<file path="src/rtl/lsu_pkg.sv">
// Load/store unit shared definitions.
// Opcodes, FSM states and opcode class helpers.
package lsu_pkg;

    localparam logic [3:0] OP_LB  = 4'b0000;
    localparam logic [3:0] OP_LH  = 4'b0001;
    localparam logic [3:0] OP_LW  = 4'b0011;
    localparam logic [3:0] OP_LBU = 4'b0100;
    localparam logic [3:0] OP_LHU = 4'b0101;
    localparam logic [3:0] OP_SB  = 4'b1000;
    localparam logic [3:0] OP_SH  = 4'b1001;
    localparam logic [3:0] OP_SW  = 4'b1011;

    typedef enum logic [2:0] {
        S_IDLE,
        S_RD,
        S_WR,
        S_LDONE,
        S_ERR
    } state_t;

    function automatic logic is_store(input logic [3:0] op);
        return (op == OP_SB) || (op == OP_SH) || (op == OP_SW);
    endfunction

    function automatic logic is_half(input logic [3:0] op);
        return (op == OP_LH) || (op == OP_LHU) || (op == OP_SH);
    endfunction

    function automatic logic is_word(input logic [3:0] op);
        return (op == OP_LW) || (op == OP_SW);
    endfunction

    function automatic logic is_signed_load(input logic [3:0] op);
        return (op == OP_LB) || (op == OP_LH);
    endfunction

    function automatic logic is_legal(input logic [3:0] op);
        return is_store(op) || is_half(op) || is_word(op) ||
               (op == OP_LB) || (op == OP_LBU);
    endfunction

    // Rejected accesses: unknown opcode or a lane that crosses its size.
    function automatic logic is_bad(input logic [3:0] op,
                                    input logic [1:0] offset);
        return !is_legal(op) ||
               (is_half(op) && offset[0]) ||
               (is_word(op) && (offset != 2'b00));
    endfunction

endpackage

</file>
<file path="src/rtl/lane_align.sv">
// Big-endian lane extraction for loads and lane merge for stores.
// Purely combinational; the FSM decides when the results are used.
module lane_align
    import lsu_pkg::*;
(
    input  logic [1:0]  offset,
    input  logic [3:0]  op,
    input  logic [31:0] word,
    input  logic [15:0] store_data,
    output logic [31:0] load_data,
    output logic [31:0] merged
);

    logic [7:0]  byte_lane;
    logic [15:0] half_lane;
    logic        sign;

    // pick the addressed lane, then sign- or zero-extend it
    always_comb begin
        byte_lane = word[31:24];
        unique case (offset)
            2'd0: byte_lane = word[31:24];
            2'd1: byte_lane = word[23:16];
            2'd2: byte_lane = word[15:8];
            2'd3: byte_lane = word[7:0];
        endcase
        half_lane = offset[1] ? word[15:0] : word[31:16];
        sign      = is_signed_load(op);
        load_data = {24'h0, byte_lane};
        unique case (1'b1)
            is_word(op): load_data = word;
            is_half(op): load_data = {{16{sign & half_lane[15]}}, half_lane};
            default:     load_data = {{24{sign & byte_lane[7]}}, byte_lane};
        endcase
    end

    // overwrite only the addressed lane of the old word
    always_comb begin
        merged = word;
        if (is_half(op)) begin
            if (offset[1]) merged[15:0]  = store_data;
            else           merged[31:16] = store_data;
        end else begin
            unique case (offset)
                2'd0: merged[31:24] = store_data[7:0];
                2'd1: merged[23:16] = store_data[7:0];
                2'd2: merged[15:8]  = store_data[7:0];
                2'd3: merged[7:0]   = store_data[7:0];
            endcase
        end
    end

endmodule

</file>
<file path="src/rtl/load_store_unit.sv">
// Byte/halfword/word load-store unit for a word-wide data memory.
// Sub-word stores run as read-modify-write; bad accesses never touch memory.
module load_store_unit
    import lsu_pkg::*;
#(
    parameter bit WORD_ADDRESSED = 1'b1
) (
    input  logic        clock,
    input  logic        reset,
    input  logic        req_valid,
    output logic        req_ready,
    input  logic [3:0]  req_op,
    input  logic [31:0] req_address,
    input  logic [31:0] req_store_data,
    output logic        done,
    output logic        error,
    output logic [31:0] load_data,
    output logic [31:0] mem_address,
    output logic        mem_read,
    output logic        mem_write,
    output logic [31:0] mem_write_data,
    input  logic [31:0] mem_read_data
);

    state_t      state;
    state_t      next_state;
    logic [3:0]  op_q;
    logic [31:0] addr_q;
    logic [31:0] data_q;
    logic        accept;
    logic [31:0] word_address;
    logic [31:0] ext_word;
    logic [31:0] merged_word;

    assign req_ready = (state == S_IDLE);
    assign accept    = req_valid && req_ready;

    assign word_address = WORD_ADDRESSED ? {2'b00, addr_q[31:2]}
                                         : {addr_q[31:2], 2'b00};

    lane_align u_lane_align (
        .offset     (addr_q[1:0]),
        .op         (op_q),
        .word       (mem_read_data),
        .store_data (data_q[15:0]),
        .load_data  (ext_word),
        .merged     (merged_word)
    );

    // state register; reset abandons any access in flight
    always_ff @(posedge clock) begin
        if (reset) state <= S_IDLE;
        else       state <= next_state;
    end

    // capture the request so EX is free once it is accepted
    always_ff @(posedge clock) begin
        if (reset) begin
            op_q   <= 4'h0;
            addr_q <= 32'h0;
            data_q <= 32'h0;
        end else if (accept) begin
            op_q   <= req_op;
            addr_q <= req_address;
            data_q <= req_store_data;
        end
    end

    // sequencing: SW writes directly, sub-word stores read first
    always_comb begin
        next_state = state;
        unique case (state)
            S_IDLE: begin
                if (accept) begin
                    if (is_bad(req_op, req_address[1:0])) next_state = S_ERR;
                    else if (req_op == OP_SW)             next_state = S_WR;
                    else                                  next_state = S_RD;
                end
            end
            S_RD:    next_state = is_store(op_q) ? S_WR : S_LDONE;
            S_WR:    next_state = S_IDLE;
            S_LDONE: next_state = S_IDLE;
            S_ERR:   next_state = S_IDLE;
            default: next_state = S_IDLE;
        endcase
    end

    // memory strobes and completion outputs, all zero unless active
    always_comb begin
        done           = 1'b0;
        error          = 1'b0;
        load_data      = 32'h0;
        mem_address    = 32'h0;
        mem_read       = 1'b0;
        mem_write      = 1'b0;
        mem_write_data = 32'h0;
        unique case (state)
            S_RD: begin
                mem_read    = 1'b1;
                mem_address = word_address;
            end
            S_WR: begin
                mem_write      = 1'b1;
                mem_address    = word_address;
                mem_write_data = (op_q == OP_SW) ? data_q : merged_word;
                done           = 1'b1;
            end
            S_LDONE: begin
                done      = 1'b1;
                load_data = ext_word;
            end
            S_ERR: begin
                done  = 1'b1;
                error = 1'b1;
            end
            default: ;
        endcase
    end

endmodule

</file>
<file path="config.mk">
export PLATFORM = sky130hd
export DESIGN_NAME = load_store_unit
export DESIGN_NICKNAME = d
export VERILOG_FILES = /design/src/rtl/lsu_pkg.sv /design/src/rtl/lane_align.sv /design/src/rtl/load_store_unit.sv
export SDC_FILE = /design/constraint.sdc
export NUM_CORES = 1
export LEC_CHECK = 0
export ABC_AREA = 1
export CELL_PAD_IN_SITES_DETAIL_PLACEMENT = 1
export CELL_PAD_IN_SITES_GLOBAL_PLACEMENT = 2
export CORE_AREA = 3 3 166 168
export DETAILED_ROUTE_END_ITERATION = 8
export DIE_AREA = 0 0 169 171
export HOLD_SLACK_MARGIN = 0.08
export PLACE_DENSITY_LB_ADDON = 0.1
export SETUP_SLACK_MARGIN = 0.3
export SYNTH_ARGS = -nofsm -noshare
export SYNTH_HDL_FRONTEND = slang
export SYNTH_SLANG_ARGS = --single-unit
</file>
<file path="constraint.sdc">
create_clock -name clock -period 1.3 [get_ports clock]
set_input_delay 0.195 -clock clock [delete_from_list [all_inputs] [get_ports clock]]
set_output_delay 0.195 -clock clock [all_outputs]
set_load 0.01 [all_outputs]
</file>
# == Word-level counts from Yosys, hierarchy flattened ==
# Index checks and enable logic that the tools add are counted.
# classes
bitwise,2
n_div,0
n_reduce_logical,28
shift,0
n_mul,0
n_addsub,0
order_cmp,0
mux,23
eq_ne,21
# op_table
operator,count
2-to-1 mux 32 bit,4
case mux 32 bit (2 select lines),1
2-to-1 mux 16 bit,3
2-to-1 mux 8 bit,4
case mux 8 bit (4 select lines),1
2-to-1 mux 30 bit,1
"equality test 4 bit, second input constant",6
logical OR 1 bit,17
"equality test 4 x 3 -> 1 bit, second input constant",3
"equality test 4 x 1 -> 1 bit, second input constant",2
"equality test 4 x 2 -> 1 bit, second input constant",2
zero test 4 bit,2
"equality test 3 x 2 -> 1 bit, second input constant",2
2-to-1 mux 3 bit,2
case mux 3 bit (2 select lines),1
2-to-1 mux 1 bit,5
"equality test 2 bit, second input constant",2
"equality test 3 x 1 -> 1 bit, second input constant",1
"equality test 3 bit, second input constant",1
logical AND 1 bit,3
zero test 3 bit,1
OR reduction 3 bit,1
bitwise AND 1 bit,2
"equality test 2 x 1 -> 1 bit, second input constant",1
6 further kinds,6
# word_totals
latch_bits,0
mem_bits_ro,0
output_inout_bits,101
n_memories,0
ff_bits,71
input_bits,103
ramBits,0

# == Longest topological paths before layout ==
# logic_depth
ltp_word,13
depth_mapped,9

# == Modules after synthesis ==
# Synthesis repeated with hierarchy kept, for this count alone.
# unflattened
hier_cells,1000
area_unflattened_um2,5592.9
# by_module_without_submodules
module,instances,cells_each,area_per_inst_um2,seq_area_each_um2
load_store_unit,1,580,3579.7,1421.4
lane_align,1,420,2013.2,0.0

# == Worst setup path before layout ==
# OpenSTA, ideal clock, no wires.
# synth_timing
path_kind,register -> output
from,register state[0]
to,output mem_address[0]
arrival_ns,1.331
path_buffers,1
slack_ns,-0.226
path_stages_with_launch,8
cell_sequence,dfxtp_1 > inv_1 > nor3_1 > inv_1 > nand2_1 > inv_1 > clkbuf_1 > nor2_1
# synth_via
elab_chain_len,3
elab_cells_between_ends,4
classes_between,2 x eq/ne; 1 x mux; 1 x reduce/logical
# synth_rtl
item,line,source
"start, declared",load_store_unit.sv:25,state_t state;
"start signal, assigned",load_store_unit.sv:53,else state <= next_state;
equality test 3 x 2 -> 1 bit / equality test 3 x 1 -> 1 bit (equally long branches),load_store_unit.sv:97,unique case (state)
OR reduction 2 bit (no source line) *,n/a,
2-to-1 mux 30 bit *,load_store_unit.sv:97,
"end, declared",load_store_unit.sv:18,"output logic [31:0] mem_address,"
# Mark *: on every way between the ends. The rest lies on a longest branch, timed or not.

# == Worst setup path in the final report ==
# layout_timing
from,register op_q[1]
to,output mem_write_data[31]
# layout_via
elab_chain_len,6
elab_cells_between_ends,9
classes_between,4 x eq/ne; 3 x mux; 2 x reduce/logical
# layout_rtl
item,line,source
"start, declared",load_store_unit.sv:27,logic [3:0] op_q;
"start signal, assigned",load_store_unit.sv:63,op_q <= req_op;
equality test 4 x 1 -> 1 bit / equality test 4 x 3 -> 1 bit (equally long branches),lsu_pkg.sv:27,return (op == OP_LH) || (op == OP_LHU) || (op == OP_SH);
logical OR 1 bit (2 in series),lsu_pkg.sv:27,
2-to-1 mux 32 bit,lane_align.sv:40,if (is_half(op)) begin
2-to-1 mux 32 bit *,load_store_unit.sv:105,mem_write_data = (op_q == OP_SW) ? data_q : merged_word;
2-to-1 mux 32 bit *,load_store_unit.sv:97,
"end, declared",load_store_unit.sv:21,"output logic [31:0] mem_write_data,"
# Marks and branches as above.

==> out/summary.md <==
Power
- sequential group share of total power: 0.249
- net load switching power: 3.689 mW
- Peak supply drop: 0.0007560 V
- fraction of power consumed by the clock network: 0.275
- standby leakage power: 5.172 nW
- portion of total power attributed to combinational logic: 0.476
- internal power contribution: 6.502 mW
- switching part of the total power: 0.3620
- Power Dens Cells: 815.2 nW/um^2

Setup path
- Worst EP required: 1.11 ns
- RR Startpoint: state[2]$_SDFFE_PP0P_
- critical path cell sequence: inv_6 > nand2_4 > nor2_4 > buf_6 > buf_12 > buf_6 > buf_12 > nand3_2 > nand2_2 > nor2_4 > nor2_2 > buf_2
- arrival time at the worst endpoint: 1.93 ns
- Slowest Stage Delay on Critical Path: 0.37 ns
- Crit Path Category: reg2out
- critical path peak fanout: 8
- Critical Path Sink Type: output pin
- critical path launch point type: register
- launch point of the critical path: op_q[1]$_SDFFE_PP0P_
- slowest cell on the critical path: dfxtp_4

Synth
- fraction of the mapped netlist area in simple logic gates: 0.3281
- synthesized area: 4974 um^2
- share of the synthesized area in compound gates (AO/OA/AOI/OAI): 0.2581
- main combinational cell family by area after synthesis: simple AND/OR/NAND/NOR gates
- Mapped Cells: 861
- part of the Yosys area used for sequential elements: 0.2858
- synthesized flop and latch total: 71
- Mapped Avg Cell Area: 5.776 um^2
- fraction of the mapped netlist area in adder cells: 0
- synthesis warning total: 0
- synth unique cells: 24
- share of cell area taken by muxes after synthesis: 0
- XOR/XNOR share of the synthesized area: 0

Floorplan
- initial standard-cell utilization of the core: 0.1909
- top-level port count: 204
- Die Height: 171 um
- Total Die Area: 28900 um^2
- Rows: 59
- Core ar.: 26060 um^2
- width of the die: 169 um

Drt
- Residual DRC: 0
- Avg WL per Cell: 18.50 um
- detailed-route via count: 7330
- remaining antenna violation count after routing: 0
- TritonRoute pass-1 iters: 4
- total wire length: 30080 um
- starting DRC count in detailed routing: 253
- average vias per placed instance: 4.508

Timing
- total count of max-transition violations in the final report: 0
- RSZ-0062 raised after global routing: yes
- final setup skew: 0.005971 ns
- Final Cycle Share: 1.632
- total negative slack: -104.16 ns
- minimum setup slack in the final design: -0.8219 ns
- setup-violating endpoint count in the final report: 170
- Final Hold Fails: 0
- highest clock frequency the design can meet: 471.3 MHz
- Tmin final: 2.122 ns

Hold path
- path type of the worst min-delay path: in2reg
- beginning of the worst hold path: req_store_data[16]

Clocking
- maximum level of the CTS H-tree: 3
- hold-fix buffers at CTS: 0
- clk root buf: clkbuf_16
- clock sink count: 71
- number of buffers created by CTS: 9
- clock transition at the registers of the reported paths: 0.07 ns
- clock tree from TritonCTS: yes
- clock latency on the worst-skew pair: 0.35 ns
- clk buf depth: 2

Global routing
- initial antenna violation count: 0
- maximum number of pins on one net before global-route repair: 26
- wire length of the first global-routing pass: 44660 um
- gr ovfl total: 0
- aggregate global-route resource usage: 0.1987
- via count of the first global-routing pass: 7714

Finish
- share of the core filled with cells: 0.4797
- most common cell after layout, fill and taps aside: buf_4
- commonest cells after routing, fill and taps aside: buf_4, buf_6, clkdlybuf4s50_1
- Layout fillers: 3043
- Nets: 1389
- fraction of layout cells with a size suffix above 1: 0.5856
- # diodes: 0
- Finished Layout Cells: 1626
- Area Overhead vs Synth: 151.3%

Placed design
- Placed Cells incl. Taps: 1513
- post-placement setup slack: -0.9762 ns
- routability congestion estimate from global placement: 0.8466
- number of port buffers: 201
- post-DP HPWL: 20780 um

Outcome
- failing checks: setup timing
- run status: complete, but fails checks

Flow run
- max-cap violations: 0

[path summary, 6_finish.rpt]
kind | to | slack [ns] | cells past startpoint
hold / removal | data_q[16]$_SDFFE_PP0P_ | 0.44 | 3
hold reg to reg | data_q[30]$_SDFFE_PP0P_ | 0.46 | 2
setup / recovery | mem_write_data[31] | -0.82 | 12
setup reg to reg | data_q[29]$_SDFFE_PP0P_ | -0.68 | 15
[power by group through the flow]
stage                     combinational (mW)  sequential [mW]  clock, mW
after global routing                    5.21             2.56       2.95
after detailed placement                3.10             2.57          0
after floorplan                         1.63             2.51          0
after global placement                  3.08             2.56          0
final                                   4.85             2.54       2.80
after CTS                               4.20             2.52       2.85
[area by class of cell]
class                           count  area (um^2)  share of cell area
Multi-Input combinational cell    644         4785              0.3827
Timing Repair Buffer              475         5161              0.4129
Clock inverter                      6        92.59            0.007407
Sequential cell                    71         1453              0.1162
Inverter                           85        361.6             0.02893
Tap cell                          335        419.2             0.03353
Clock buffer                       10        229.0             0.01832
[critical path, delay by kind of cell (launching register included)]
kind                   cells  cell delay [ns]
buffers and inverters      6             0.69
DFF                        1             0.37
and+or+nand+nor            6             0.54
[cells by family after synthesis]
group | after synthesis
other cells | 1
flops | 71
simple gates | 392
buf+inv | 148
compound gates | 249
[what timing repair did]
action,in CTS,in global routing
gates resized for setup,729,269
buffers inserted,63,15
hold endpoints to repair,0,0
setup endpoints to repair,170,170
pin swaps,63,71
gates cloned,15,4
[metrics by stage]
stage          cell area, um^2  power, mW  hold slack (ns)
2_1_floorplan             5734      4.137           0.3534
3_3_place_gp              9268      5.648           0.4454
3_5_place_dp              9268      5.667           0.4495
4_1_cts                  11260      9.571           0.4204
5_1_grt                  12500      10.72           0.4317
6_report                 12500      10.19           0.4375
[synthesized netlist by cell type]
master / number / area [um^2]
nand2_1: 188 / 705.7
nor2_1: 135 / 506.7
a21oi_1: 124 / 620.6
o21ai_0: 110 / 550.5
inv_1: 81 / 304.0
dfxtp_1: 71 / 1421
nand3_1: 50 / 250.2
buf_2: 29 / 145.1
clkbuf_1: 24 / 90.09
o211ai_1: 15 / 112.6
buf_4: 9 / 67.56
inv_2: 4 / 15.01
nand2_2: 4 / 25.02
nor3_1: 4 / 20.02
nand3_2: 2 / 20.02
nand3_4: 2 / 35.03
nor2_4: 2 / 22.52
buf_6: 1 / 11.26
conb_1: 1 / 3.750
nand2_4: 1 / 11.26
nand4_1: 1 / 6.260
nand4_2: 1 / 12.51
nor2_2: 1 / 6.260
nor3_2: 1 / 10.01
[state kept, by name, indices dropped and copies added, names as in the netlist]
name,cells
addr_q,32
data_q,32
op_q,4
state,3
[layer usage]
metal  track usage  vias up  share of wire
li1              -     3649              -
met5             0        -              0
met3       0.02934       23          0.038
met1        0.2579     3504           0.44
met2        0.3536      154           0.51
met4       0.03705        0          0.013
Power figures use the tool's default switching activity.
==> patch 1: new RTL, config.mk and constraints unchanged <==
Register the output `error`, with the module's reset; this adds one clock of latency there. The other outputs are not delayed to match.
--- a/src/rtl/load_store_unit.sv
+++ b/src/rtl/load_store_unit.sv
@@ -21,6 +21,8 @@
     output logic [31:0] mem_write_data,
     input  logic [31:0] mem_read_data
 );
+
+    logic error_d;
 
     state_t      state;
     state_t      next_state;
@@ -88,7 +90,7 @@
     // memory strobes and completion outputs, all zero unless active
     always_comb begin
         done           = 1'b0;
-        error          = 1'b0;
+        error_d        = 1'b0;
         load_data      = 32'h0;
         mem_address    = 32'h0;
         mem_read       = 1'b0;
@@ -111,11 +113,19 @@
             end
             S_ERR: begin
                 done  = 1'b1;
-                error = 1'b1;
+                error_d = 1'b1;
             end
             default: ;
         endcase
     end
 
+    always_ff @(posedge clock) begin
+        if (reset) begin
+            error <= '0;
+        end else begin
+            error <= error_d;
+        end
+    end
+
 endmodule
 
Check against the original RTL: not equivalent (a bounded check fails within 4 cycles, from zero or initial values and one cycle with reset high).
==> patch 1 against the original RTL <==
The run still ends with setup timing left. Critical path depth down 2. Power down 6.6%. Area after synthesis down 1.1%. Clock skew down 0.0025 ns. Setup slack better by 0.035 ns. Combinational power down 15%. Utilization down 2.6 points. Sequential cell count up 1. Global-route usage down 0.45 points. Cell area down 5.5%. Non-clock buffer count down 52. Sequential power about the same. Wire length down 3.9%. Register-to-register slack better by 0.45 ns.
==> patch 1: results (changes against the original RTL) <==
Run status:
- The flow ran to the end, but the final reports show violations.
- The final reports fail on setup timing.

Synth:
- The share of the yosys chip area belonging to registers is 0.293 (+0.00734).
- The count of warnings emitted by yosys is 0 (unchanged).
- In the synthesized netlist, the cells that appear most often are 227 x nand2_1, 136 x nor2_1, 124 x a21oi_1, 98 x o21ai_0, 82 x inv_1.
- The dominant register cell in the synthesized netlist is dfxtp_1.
- The number of storage elements in the synthesis netlist came to 72 (+1.4%).
- Yosys attributes the largest share of cell area to dfxtp_1 29%, nand2_1 17%, a21oi_1 13%, nor2_1 10%, o21ai_0 10%.
- The count of unique library cells instantiated by Yosys is 23 (-4.2%).
- The post-synthesis area per instance was 5.68 sq um (-1.6%).
- The post-synthesis async set-or-reset flop share is 0 (unchanged).

Place:
- The count of buffers inserted at the top-level ports is 201 (unchanged).
- The routability congestion estimate is 0.795 (-6.1%).
- The placed cell area came to 8950 sq um (-3.4%).
- The half-perimeter wire length after detailed placement is 19.7 mm (-5.2%).
- The number of cells after detailed placement is 1479 (-2.2%).

Global route:
- The total global routing overflow is 0 (unchanged).
- The number of antenna violations at the first check in global routing is 1 (+1).
- The overall fraction of global-route tracks in use was 0.194 (-0.00448).
- The number of global-route vias before repair came to 7465 (-3.2%).
- The global-route wire length before repair was 43.7 mm (-2.1%).
- The pin count of the biggest net entering global routing came to 25 (-3.8%).

Critical path:
- The data arrival time at the worst-slack endpoint is 1.89 ns (-0.04 ns).
- The maximum fanout count along the critical path was 5 (-3).
- The library cell contributing the largest single delay on the critical path is dfxtp_2.
- The maximum single-stage delay on the critical path came to 0.34 ns (-0.03 ns).

Layout:
- The count of fill cells added during filler insertion is 3071 (+0.92%).
- The post-route non-filler standard cell count was 1586 (-2.5%).
- The share of post-route cells with drive strength above 1 was 0.526 (-0.0596).
- The number of nets in the layout is 1349 (-2.9%).

Detailed routing:
- The violation count after the first detailed-route iteration is 270 (+6.7%).
- The met3 wirelength from detailed routing was 1.56 mm (+35%).
- The per-cell via count in the routed design is 4.42 (-2.0%).
- The detailed route wirelength on metal2 is 14.2 mm (-8.1%).
- The top routing layer in use is met5.
- The wire length per cell after detailed routing is 18.2 um (-1.4%).
- The detailed-route wire length on metal 1 was 12.6 mm (-3.9%).

Power:
- The leakage power total is 0.00483 uW (-6.6%).
- The peak supply drop came to 0.538 mV (-29%).

STA:
- The setup slack after layout is -0.787 ns (+0.0348 ns).
- The final setup violation count is 169 (-0.59%).
- At the pin with the least slew margin, the transition time is 0.814 ns.
- The worst clock skew on the final layout is 0.00343 ns (-0.00254 ns).

Clock tree:
- Clock latency on the worst-skew pair, taken at its later pin, is 0.34 ns.
- The tree is rooted in a clkbuf_16.
[patch 1: cell types whose count changed in the layout (fill, tap and decap cells not counted), moves of 13 or more]
cell	unedited run	this run
nand2_1	99	160
o21ai_1	19	32
buf_4	137	114
nand2_4	49	23
a21oi_1	50	63
nand3_1	38	22
[patch 1: worst paths after layout]
kind	slack, ns	start	end	cells past startpoint
hold reg to reg	0.47	data_q[29]	data_q[29]	2
setup reg to reg	-0.23	state[2]	data_q[20]	11
setup / recovery	-0.79	op_q[1]	load_data[9]	10
hold / removal	0.42	req_store_data[16]	data_q[16]	3
[patch 1: cell type report]
class / instances / area (sq um) / area share
repair buffers: 423 / 4740 / 0.401
multi-input cells: 654 / 4430 / 0.375
flip-flops and latches: 72 / 1470 / 0.124
inverters: 84 / 375 / 0.0318
clock inverters: 3 / 42.5 / 0.00360
repair inverters: 2 / 27.5 / 0.00233
clock buffers: 13 / 303 / 0.0256
well taps: 335 / 419 / 0.0355
[patch 1: cells by family (layout without fill, tap and decap cells)]
kind of cell | after synthesis | count (layout) | share of synthesized area
and+or+nand+nor | 409 | 412 | 0.332
AOI/OAI and AO/OA | 240 | 240 | 0.252
buffers and inverters | 143 | 525 | 0.122
DFF | 72 | 72 | 0.293
other | 1 | 2 | 0.000763
[patch 1: power by group]
| group | switching (uW) | internal (uW) |
|---|---|---|
| sequential | 117 | 2410 |
| clock | 1030 | 1820 |
| combinational | 2120 | 2030 |
| total | 3260 | 6260 |
[patch 1: metal layers]
layer	track usage	up-vias
met4	0.0508	2
li1	-	3555
met5	0	-
met2	0.335	140
met3	0.0460	23
met1	0.244	3284
[patch 1: repair_timing]
item | 4_1_cts | 5_1_grt
endpoints found under the setup margin | 170 | 170
resized for setup | 700 | 214
pin swaps | 46 | 75
hold buffers | 0 | 0
cloned | 24 | 3
setup buffers | 51 | 13
[patch 1: per-stage QoR]
step / setup TNS [ns] / utilization / worst slack (ns) / total power, uW / hold slack, ns
after global routing: -85.91 / 0.453 / -0.854 / 10100 / 0.422
after CTS: -71.17 / 0.421 / -0.854 / 9230 / 0.400
after global placement: -80.02 / 0.343 / -0.912 / 5360 / 0.442
final: -72.00 / 0.453 / -0.787 / 9520 / 0.416
after floorplan: -3.82 / - / -0.116 / 4010 / 0.264
after detailed placement: -82.76 / 0.343 / -0.954 / 5370 / 0.450
[patch 1: worst max-delay path: cells and delay by family (launching register included)]
family / cells / cell delay (ns)
buffers and inverters: 5 / 0.58
and+or+nand+nor: 5 / 0.63
DFF: 1 / 0.34
==> patch 2: new RTL, config.mk and constraints unchanged <==
Without the edit above. The 5 states of `state_t` get a one-hot encoding in 5 bits.
--- a/src/rtl/lsu_pkg.sv
+++ b/src/rtl/lsu_pkg.sv
@@ -11,12 +11,12 @@
     localparam logic [3:0] OP_SH  = 4'b1001;
     localparam logic [3:0] OP_SW  = 4'b1011;
 
-    typedef enum logic [2:0] {
-        S_IDLE,
-        S_RD,
-        S_WR,
-        S_LDONE,
-        S_ERR
+    typedef enum logic [4:0] {
+        S_IDLE  = 5'b00001,
+        S_RD    = 5'b00010,
+        S_WR    = 5'b00100,
+        S_LDONE = 5'b01000,
+        S_ERR   = 5'b10000
     } state_t;
 
     function automatic logic is_store(input logic [3:0] op);
Behaviour: no difference found for any inputs over 10 cycles, from zero or initial values and one cycle with reset high; not proved beyond that.
==> patch 2 against the original RTL <==
Cell area down 4.0%. Combinational power up 20%. Power up 12%. Sequential cell count up 2. Wire length up 3.8%. The flow still finishes with violations (setup timing). Setup slack worse by 0.019 ns. Area after synthesis up 5.2%.
==> patch 2: results (changes against the original RTL) <==
Detailed routing:
- The highest layer touched by signal routing is met5.
- The wire length after detailed routing is 31.2 mm (+3.8%).
- The violation count after the first detailed-route iteration came to 285 (+13%).
- The detailed-route wire length on metal 1 was 14.8 mm (+13%).
- The wire length per cell after detailed routing is 18.9 um (+2.0%).
- The met3 wirelength from detailed routing came to 1.89 mm (+64%).
- The detailed route wirelength on metal2 is 14.4 mm (-6.7%).

STA:
- The worst clock skew on the final layout came to 0.0123 ns (+0.00636 ns).
- The final setup violation count was 171 (+0.59%).
- The setup slack after layout came to -0.841 ns (-0.0193 ns).

Power:
- The peak supply drop came to 0.651 mV (-14%).
- The leakage power total is 0.00506 uW (-2.2%).

Layout:
- The clock tree cell share of total cell area is 0.0264 (+0.000656).
- The largest registers in the layout are addr_q x32, data_q x32, state x5.
- The number of nets in the layout is 1419 (+2.2%).
- The portion of the layout cell area used by non-clock buffers was 0.393 (-0.0199).
- The area of the multi-input gates came to 4620 sq um (-3.3%).
- The number of ordinary inverters in the final layout came to 112 (+32%).
- The register cell area after layout is 1490 sq um (+2.2%).
- The number of signal-net buffers in the layout is 445 (-6.3%).
- The share of post-route cells with drive strength above 1 came to 0.520 (-0.0659).
- The count of fill cells added during filler insertion came to 3130 (+2.9%).

Run status:
- The run finished, with violations left.
- The checks that failed: setup timing.

Global route:
- The number of antenna violations at the first check in global routing is 1 (+1).
- The number of global-route vias before repair was 7324 (-5.1%).
- The global-route wire length before repair was 42.1 mm (-5.7%).
- The pin count of the biggest net entering global routing is 53 (+100%).

Critical path:
- The setup slack on the worst flop-to-flop path is -0.44 ns (+0.24 ns).
- The maximum fanout count along the critical path came to 6 (-2).
- Broken down by cell family, the worst path's largest delay share belongs to simple AND/OR/NAND/NOR gates.
- The maximum single-stage delay on the critical path is 0.41 ns (+0.04 ns).
- The most critical setup path has its startpoint at op_q[2].
- The data arrival time at the worst-slack endpoint is 1.95 ns (+0.02 ns).
- The end point of the critical path is load_data[26].

Min path:
- In this run the most critical hold path is launched from req_address[29].
- For hold timing, the worst endpoint is addr_q[29].

Synth:
- The post-synthesis area per instance is 5.69 sq um (-1.4%).
- The compound-gate portion of the synthesized area is 0.243 (-0.0152).
- The share of the yosys chip area belonging to registers is 0.279 (-0.00649).
- By count the netlist is led by 232 x nand2_1, 135 x nor2_1, 120 x a21oi_1, 107 x o21ai_0, 105 x inv_1.
- The count of unique library cells instantiated by Yosys is 27 (+13%).

Clock tree:
- The number of sinks driven by the clock tree is 73 (+2.8%).

Place:
- The number of cells after detailed placement is 1572 (+3.9%).
- The half-perimeter wire length after detailed placement was 20.6 mm (-0.76%).
- The routability congestion estimate is 0.799 (-5.6%).
-- patch 2: through the flow --
stage          cell area, sq um  setup slack [ns]  TNS [ns]  hold WS, ns  total power (uW)
6_report                  12000            -0.841    -97.36        0.468             11400
5_1_grt                   12000            -0.937   -111.35        0.473             12100
4_1_cts                    9950            -0.790    -82.66        0.433              9860
3_5_place_dp               9200             -1.08    -96.71        0.462              6630
3_3_place_gp               9200             -1.05    -96.00        0.456              6590
2_1_floorplan              5650            -0.163    -10.23        0.257              4720
-- patch 2: layer usage --
metal	up-vias	GRT usage
met4	2	0.0282
met3	12	0.0427
met2	174	0.292
met1	3548	0.267
met5	-	0
li1	3714	-
-- patch 2: timing repair --
| item | CTS | global route |
|---|---|---|
| gates resized for setup | 527 | 401 |
| pin swaps | 26 | 76 |
| gates cloned | 5 | 22 |
| endpoints found under the setup margin | 172 | 172 |
| setup buffers | 21 | 20 |
-- patch 2: where the power goes --
part           switching (uW)  internal, uW
Sequential                197          2580
Combinational            3030          2800
Clock                    1100          1680
Total                    4330          7070
